**src/rtl/piso_pkg.sv**
```systemverilog
// Shared types and constants for the parallel-in, serial-out serializer.
// The bit-order constants are also used by the receive-side shift_register bench.
package piso_pkg;

  typedef enum logic [0:0] {
    StIdle,
    StShift
  } state_e;

  localparam bit LsbFirst = 1'b0;
  localparam bit MsbFirst = 1'b1;

  // Counter width for a word of `width` bits; never narrower than one bit.
  function automatic int unsigned cnt_width(input int unsigned width);
    return (width < 2) ? 1 : $clog2(width);
  endfunction

endpackage

```
**src/rtl/piso_bit_counter.sv**
```systemverilog
// Modulo-WIDTH bit index counter: clear has priority, enable advances and wraps after WIDTH-1.
module piso_bit_counter
  import piso_pkg::*;
#(
  parameter int unsigned WIDTH = 4,
  parameter int unsigned CNT_W = cnt_width(WIDTH)
) (
  input  logic             clk,
  input  logic             n_rst,
  input  logic             clr,
  input  logic             en,
  output logic [CNT_W-1:0] cnt,
  output logic             last
);

  localparam logic [CNT_W-1:0] LastIdx = CNT_W'(WIDTH - 1);

  logic [CNT_W-1:0] cnt_q, cnt_d;

  always_ff @(posedge clk or negedge n_rst) begin
    if (!n_rst) begin
      cnt_q <= '0;
    end else begin
      cnt_q <= cnt_d;
    end
  end

  always_comb begin
    cnt_d = cnt_q;
    if (clr) begin
      cnt_d = '0;
    end else if (en) begin
      cnt_d = (cnt_q == LastIdx) ? '0 : cnt_q + CNT_W'(1);
    end
  end

  assign cnt  = cnt_q;
  assign last = (cnt_q == LastIdx);

endmodule

```
**src/rtl/piso_serializer.sv**
```systemverilog
// Parallel-in, serial-out shift register with a valid/ready load and back-to-back words.
// Each accepted word appears on x over WIDTH cycles; done pulses the cycle after its last bit.
module piso_serializer
  import piso_pkg::*;
#(
  parameter int unsigned WIDTH     = 4,
  parameter bit          MSB_FIRST = LsbFirst
) (
  input  logic             clk,
  input  logic             n_rst,
  input  logic             load_valid,
  output logic             load_ready,
  input  logic [WIDTH-1:0] din,
  output logic             x,
  output logic             x_valid,
  output logic             busy,
  output logic             done
);

  localparam int unsigned CNT_W = cnt_width(WIDTH);

  state_e           state_q, state_d;
  logic [WIDTH-1:0] shreg_q, shreg_d;
  logic             x_q, x_d;
  logic             x_valid_q, x_valid_d;
  logic             done_q, done_d;
  logic [CNT_W-1:0] cnt;
  logic             last;
  logic             shifting;
  logic             accept;

  // The output end of the shift register holds the bit currently on x.
  function automatic logic out_bit(input logic [WIDTH-1:0] w);
    return (MSB_FIRST == MsbFirst) ? w[WIDTH-1] : w[0];
  endfunction

  piso_bit_counter #(
    .WIDTH(WIDTH),
    .CNT_W(CNT_W)
  ) u_bit_counter (
    .clk  (clk),
    .n_rst(n_rst),
    .clr  (accept),
    .en   (shifting),
    .cnt  (cnt),
    .last (last)
  );

  assign shifting   = (state_q == StShift);
  assign load_ready = n_rst && ((state_q == StIdle) || last);
  assign accept     = load_valid && load_ready;

  always_comb begin
    state_d   = state_q;
    shreg_d   = shreg_q;
    x_valid_d = 1'b0;
    done_d    = shifting && last;
    if (accept) begin
      state_d   = StShift;
      shreg_d   = din;
      x_valid_d = 1'b1;
    end else if (shifting && !last) begin
      shreg_d   = (MSB_FIRST == MsbFirst) ? (shreg_q << 1) : (shreg_q >> 1);
      x_valid_d = 1'b1;
    end else if (shifting) begin
      state_d = StIdle;
      shreg_d = '0;
    end
    x_d = x_valid_d ? out_bit(shreg_d) : 1'b0;
  end

  always_ff @(posedge clk or negedge n_rst) begin
    if (!n_rst) begin
      state_q   <= StIdle;
      shreg_q   <= '0;
      x_q       <= 1'b0;
      x_valid_q <= 1'b0;
      done_q    <= 1'b0;
    end else begin
      state_q   <= state_d;
      shreg_q   <= shreg_d;
      x_q       <= x_d;
      x_valid_q <= x_valid_d;
      done_q    <= done_d;
    end
  end

  assign x       = x_q;
  assign x_valid = x_valid_q;
  assign busy    = shifting;
  assign done    = done_q;

  logic unused_cnt;
  assign unused_cnt = ^cnt;

endmodule

```
**config.mk**
```make
export PLATFORM = sky130hd
export DESIGN_NAME = piso_serializer
export DESIGN_NICKNAME = d
export VERILOG_FILES = /design/src/rtl/piso_pkg.sv /design/src/rtl/piso_bit_counter.sv /design/src/rtl/piso_serializer.sv
export SDC_FILE = /design/constraint.sdc
export NUM_CORES = 1
export LEC_CHECK = 0
export ABC_AREA = 0
export BUFFER_PORTS_ARGS = -buffer_cell sky130_fd_sc_hd__clkbuf_2
export CAP_MARGIN = 20
export CELL_PAD_IN_SITES_DETAIL_PLACEMENT = 1
export CELL_PAD_IN_SITES_GLOBAL_PLACEMENT = 1
export CORE_AREA = 2 2 39 41
export CTS_CLUSTER_SIZE = 8
export DETAILED_ROUTE_END_ITERATION = 8
export DIE_AREA = 0 0 41 43
export GPL_TIMING_DRIVEN = 0
export PLACE_DENSITY_LB_ADDON = 0.1
export SYNTH_ARGS = -nofsm -noshare
export SYNTH_HDL_FRONTEND = slang
export SYNTH_SLANG_ARGS = --single-unit
```
**constraint.sdc**
```tcl
create_clock -name clk -period 3.3 [get_ports clk]
set_input_delay 0.99 -clock clk [delete_from_list [all_inputs] [get_ports clk]]
set_output_delay 0.99 -clock clk [all_outputs]
set_load 0.005 [all_outputs]
```
---- Yosys cells after proc, flatten, opt, wreduce, memory -nomap -nowiden ----
Index checks and enable logic that the tools add are counted.
word-level totals
  word-level logic and storage cells ...... 30
  bits in registers ....................... 10
  output and inout bits ................... 5
operators by class
  add/sub/neg operators ................... 1
  reduce and logical (&&, ||, !) cells .... 8
  equal/unequal tests ..................... 2
  multiplexer cells ....................... 11
  bitwise logic cells ..................... 1
operator list
  operator                                      number
  2-to-1 mux 4 bit                              3
  2-to-1 mux 2 bit                              3
  2-to-1 mux 1 bit                              5
  logical AND 1 bit                             4
  nonzero test 3 bit                            1
  adder 2 x 1 -> 2 bit, second input constant   1
  == test 2 bit, second input constant          1
  inequality test 2 bit, second input constant  1
  nonzero test 2 bit                            1
  logical NOT 1 bit                             1
  logical OR 1 bit                              1
  inverter 1 bit                                1

---- Depth between registers and ports, before layout ----
  depth after elaboration ................. 6
  gate-level depth with buffers ........... 4

---- Modules after synthesis ----
A second synthesis with hierarchy kept.
second synthesis, totals
  cells, all modules ...................... 34
  area total of the unflattened synthesis .. 395.4 µm²
modules (own cells, without submodules)
  module            area each (µm²)  instances  cells an instance
  piso_serializer   295.3            1          26
  piso_bit_counter  100.1            1          8

---- Worst setup path after synthesis ----
OpenSTA, ideal clock, no wires.
  kind .................................... input to output
  start point ............................. input n_rst
  end point ............................... output load_ready
  cell stages on the path ................. 1
  required time ........................... 2.310 ns
  setup slack ............................. 1.195 ns
  data arrival time ....................... 1.115 ns
  buffers on the path ..................... 0
  cell sequence ........................... and2_1
on the way
  word-level cells in the longest chain between the ends .. 1
RTL lines
  item               line                   source
  start, declared    piso_serializer.sv:10  input logic n_rst,
  logical AND 1 bit  piso_serializer.sv:50  assign load_ready = n_rst && ((state_q == StIdle) || last);
  end, declared      piso_serializer.sv:12  output logic load_ready,
Every way passes these cells.

---- Worst setup path in the final report ----
Ends and elaborated chain as after synthesis.

==> PnR_summary.wiki <==
{| class="wikitable"
! Metric !! Value
|-
| WS Path Type || input port to primary output
|-
| Setup slack after placement || 709.3 ps
|-
| Worst Max-Slew Pin Slew || 353.3 ps
|-
| Critical Path RT || 2310 ps
|-
| Proportion of total power due to net switching || 35.44%
|-
| Combinational share of power || 41.4%
|-
| Combinational family with the most area after synthesis || simple AND/OR/NAND/NOR gates
|-
| Result of the run || finished, final reports clean
|-
| Fin worst setup slack || 727.5 ps
|-
| Register-to-Register Setup Slack || 2110 ps
|-
| Synthesis-to-layout area growth || 25.23%
|-
| Total of flip-flops plus latches after synthesis || 9
|-
| FF-to-FF Start || u_bit_counter.cnt[0]$_DFFE_PN0P_
|-
| End of the worst register-to-register path || x$_DFF_PN0_
|-
| Synthesized-area fraction occupied by adder cells || 3.115%
|-
| Fraction of the cycle the final worst path needs || 77.95%
|-
| Number of H-tree branching levels || 1
|-
| Max-slew headroom at the worst pin || 76.45%
|-
| Placed Area || 476.7 µm²
|-
| Resize count post-CTS || 0
|-
| Cell internal pwr || 293.4 µW
|-
| Starting density of the core || 29.02%
|-
| Area share of xor/xnor cells in the synthesized design || 0%
|-
| Final Instance Area || 503.0 µm²
|-
| Number of distinct standard cells referenced by the synthesized netlist || 15
|-
| Quantity of I/O buffers inserted on ports || 11
|-
| Leading cell type in the layout, fill and taps excluded || clkbuf_2
|-
| Initial drt markers || 4
|-
| Element type at the critical path end || primary output
|-
| Mapped Cells || 37
|-
| Detailed Route WL || 906 µm
|-
| Layout Nets || 61
|-
| Count of max-cap constraint violations || 0
|-
| Logic depth of the worst register-to-register path || 4
|-
| Antenna violations before repair || 0
|-
| Most frequent cells in the layout || clkbuf_2, nand2_1, dfrtp_1, nand4_1, clkbuf_4
|-
| Ant diodes || 0
|-
| Leakage power total || 0.0002634 µW
|-
| Data arrival at the endpoint of the critical path || 1580 ps
|-
| Sink Count || 9
|-
| DR vias || 344
|-
| # DRC || 0
|-
| CTS tree || yes
|-
| Syn Area/Cell || 10.86 µm²
|-
| Clock root buffer || clkbuf_4
|-
| Setup tns final || 0 ps
|-
| Sw Pwr || 161.0 µW
|-
| FP Rows || 14
|-
| Type of the most critical hold path || register to register
|-
| Bufs on Longest Clock Path || 2
|-
| Vias in the first global route || 322
|-
| Share of cells above drive strength 1 || 34.62%
|-
| CTS clk-pin slew, worst paths || 60 ps
|-
| I/O Pins || 12
|-
| Per-cell via count in the routed design || 5.059
|-
| Cells on Worst Hold Path || 1
|-
| Leftover overflow at the end of global routing || 0
|-
| Num CTS Buffers || 3
|-
| Worst voltage drop across the vdd grid || 0.0003259 V
|-
| Worst Hold Launch || u_bit_counter.cnt[0]$_DFFE_PN0P_
|-
| End point of the worst hold path || u_bit_counter.cnt[0]$_DFFE_PN0P_
|-
| First-pass GRT wire length || 1455 µm
|-
| Number of slew-limit violations in the final report || 0
|-
| Maximum number of pins on one net before global-route repair || 17
|-
| Highest Clock Rate || 388.7 MHz
|-
| Overall fraction of global-route tracks in use || 12.65%
|-
| Sequential cell area fraction in the yosys report || 56.07%
|-
| WL per Instance || 13.32 µm
|-
| Area of the die || 1763 µm²
|-
| Post-Synthesis Cell Area || 401.6 µm²
|-
| Endpoints failing hold || 0
|-
| Skew-Pair Late Insertion Delay || 260 ps
|-
| Setup repair after global routing missed its margin || no
|-
| Clk network pwr share || 18.7%
|-
| Yosys synthesis warning count || 0
|-
| Setup repair bufs after CTS || 0
|-
| Sort of element at the start of the critical path || input port
|-
| Placeable Area || 1384 µm²
|-
| Highest fanout seen on the critical path || 16
|-
| Die Wd || 41 µm
|-
| Sequential group share of total power || 39.9%
|-
| Clk_skew || 1.801 ps
|-
| Antenna Violating Nets Remaining || 0
|-
| Final setup fails || 0
|-
| Power Density || 903.6 nW/µm²
|-
| Routability-driven placement congestion ratio || 0.7385
|-
| Height of the die || 43 µm
|-
| Multiplexer share of the synthesized area || 2.492%
|-
| Complex-gate fraction of the synthesized area || 9.346%
|-
| Detailed Routing Iterations Pass 1 || 4
|-
| Post-route minimum period || 2572 ps
|-
| DP HPWL || 691.3 µm
|-
| Share of synthesized cell area in and, or, nand and nor gates || 27.10%
|-
| Number of buffers added to fix hold violations after cts || 0
|-
| Number of nets in the synthesized netlist || 45
|}
[registers in the layout, summed over array words and instances (netlist names)]
signal             flops
busy                   1
shreg_q                3
u_bit_counter.cnt      2
done                   1
x                      1
x_valid                1
[critical path, cell delays in order]
cell,delay (ps)
clkbuf_2,300
and2_1,180
clkbuf_2,100
[power groups by stage]
stage / registers [µW] / logic, µW / clock network [µW]
CTS: 182 / 192 / 87.8
finish: 181 / 188 / 85.1
detailed placement: 183 / 192 / 0
global route: 185 / 210 / 95.8
global placement: 179 / 181 / 0
floorplan: 181 / 126 / 0
[through the flow]
step	std cells	util (%)	power (µW)	hold slack [ps]
after floorplan	37	-	307.1	439.6
after global placement	64	34.45	360.7	460.4
after detailed placement	64	34.45	375.0	494.0
after CTS	68	36.35	461.5	507.0
after global routing	68	36.35	490.4	526.8
final	68	36.35	454.5	507.3
[cell usage after synthesis]
cell type	count	share of area (%)
dfrtp_1	9	56
nand2_1	9	8.4
nand4_1	3	4.7
a22oi_1	2	3.7
and2_1	2	3.1
nand3_1	2	2.5
o22ai_1	2	3.1
a21oi_1	1	1.2
buf_4	1	1.9
ha_1	1	3.1
mux2i_1	1	2.5
nand2_2	1	1.6
nand2b_4	1	3.4
nor2b_4	1	3.4
o21ai_1	1	1.2
[worst max-delay path by stage]
| stage | startpoint | to | slack, ps | depth (start not counted) |
|---|---|---|---|---|
| detailed placement | n_rst | load_ready | 710 | 3 |
| CTS | n_rst | load_ready | 710 | 3 |
| global placement | n_rst | load_ready | 740 | 3 |
| floorplan | n_rst | load_ready | 1200 | 1 |
| global route | n_rst | load_ready | 640 | 3 |
| finish | n_rst | load_ready | 730 | 3 |
[area by class of cell]
cell class | instances | area, µm²
Sequential cell | 9 | 225.2
Fill cell | 162 | 880.8
Tap cell | 16 | 20.02
Timing Repair Buffer | 11 | 55.05
Clock buffer | 4 | 26.28
Multi-Input combinational cell | 27 | 168.9
Buffer | 1 | 7.507
[logic make-up (layout without fill, tap and decap cells)]
kind of cell | count (synthesis) | after routing
simple gates | 19 | 19
flops | 9 | 9
compound gates | 6 | 6
fa+ha+maj | 1 | 1
mux | 1 | 1
buf+inv | 1 | 16
[layer usage]
metal	up-vias	global-route usage (%)	routed length, µm
met5	-	0	0
met4	0	10.00	25
met3	4	3.141	58
met2	11	16.88	406
met1	165	16.50	416
li1	164	-	-
(Power assumes the default switching activity.)
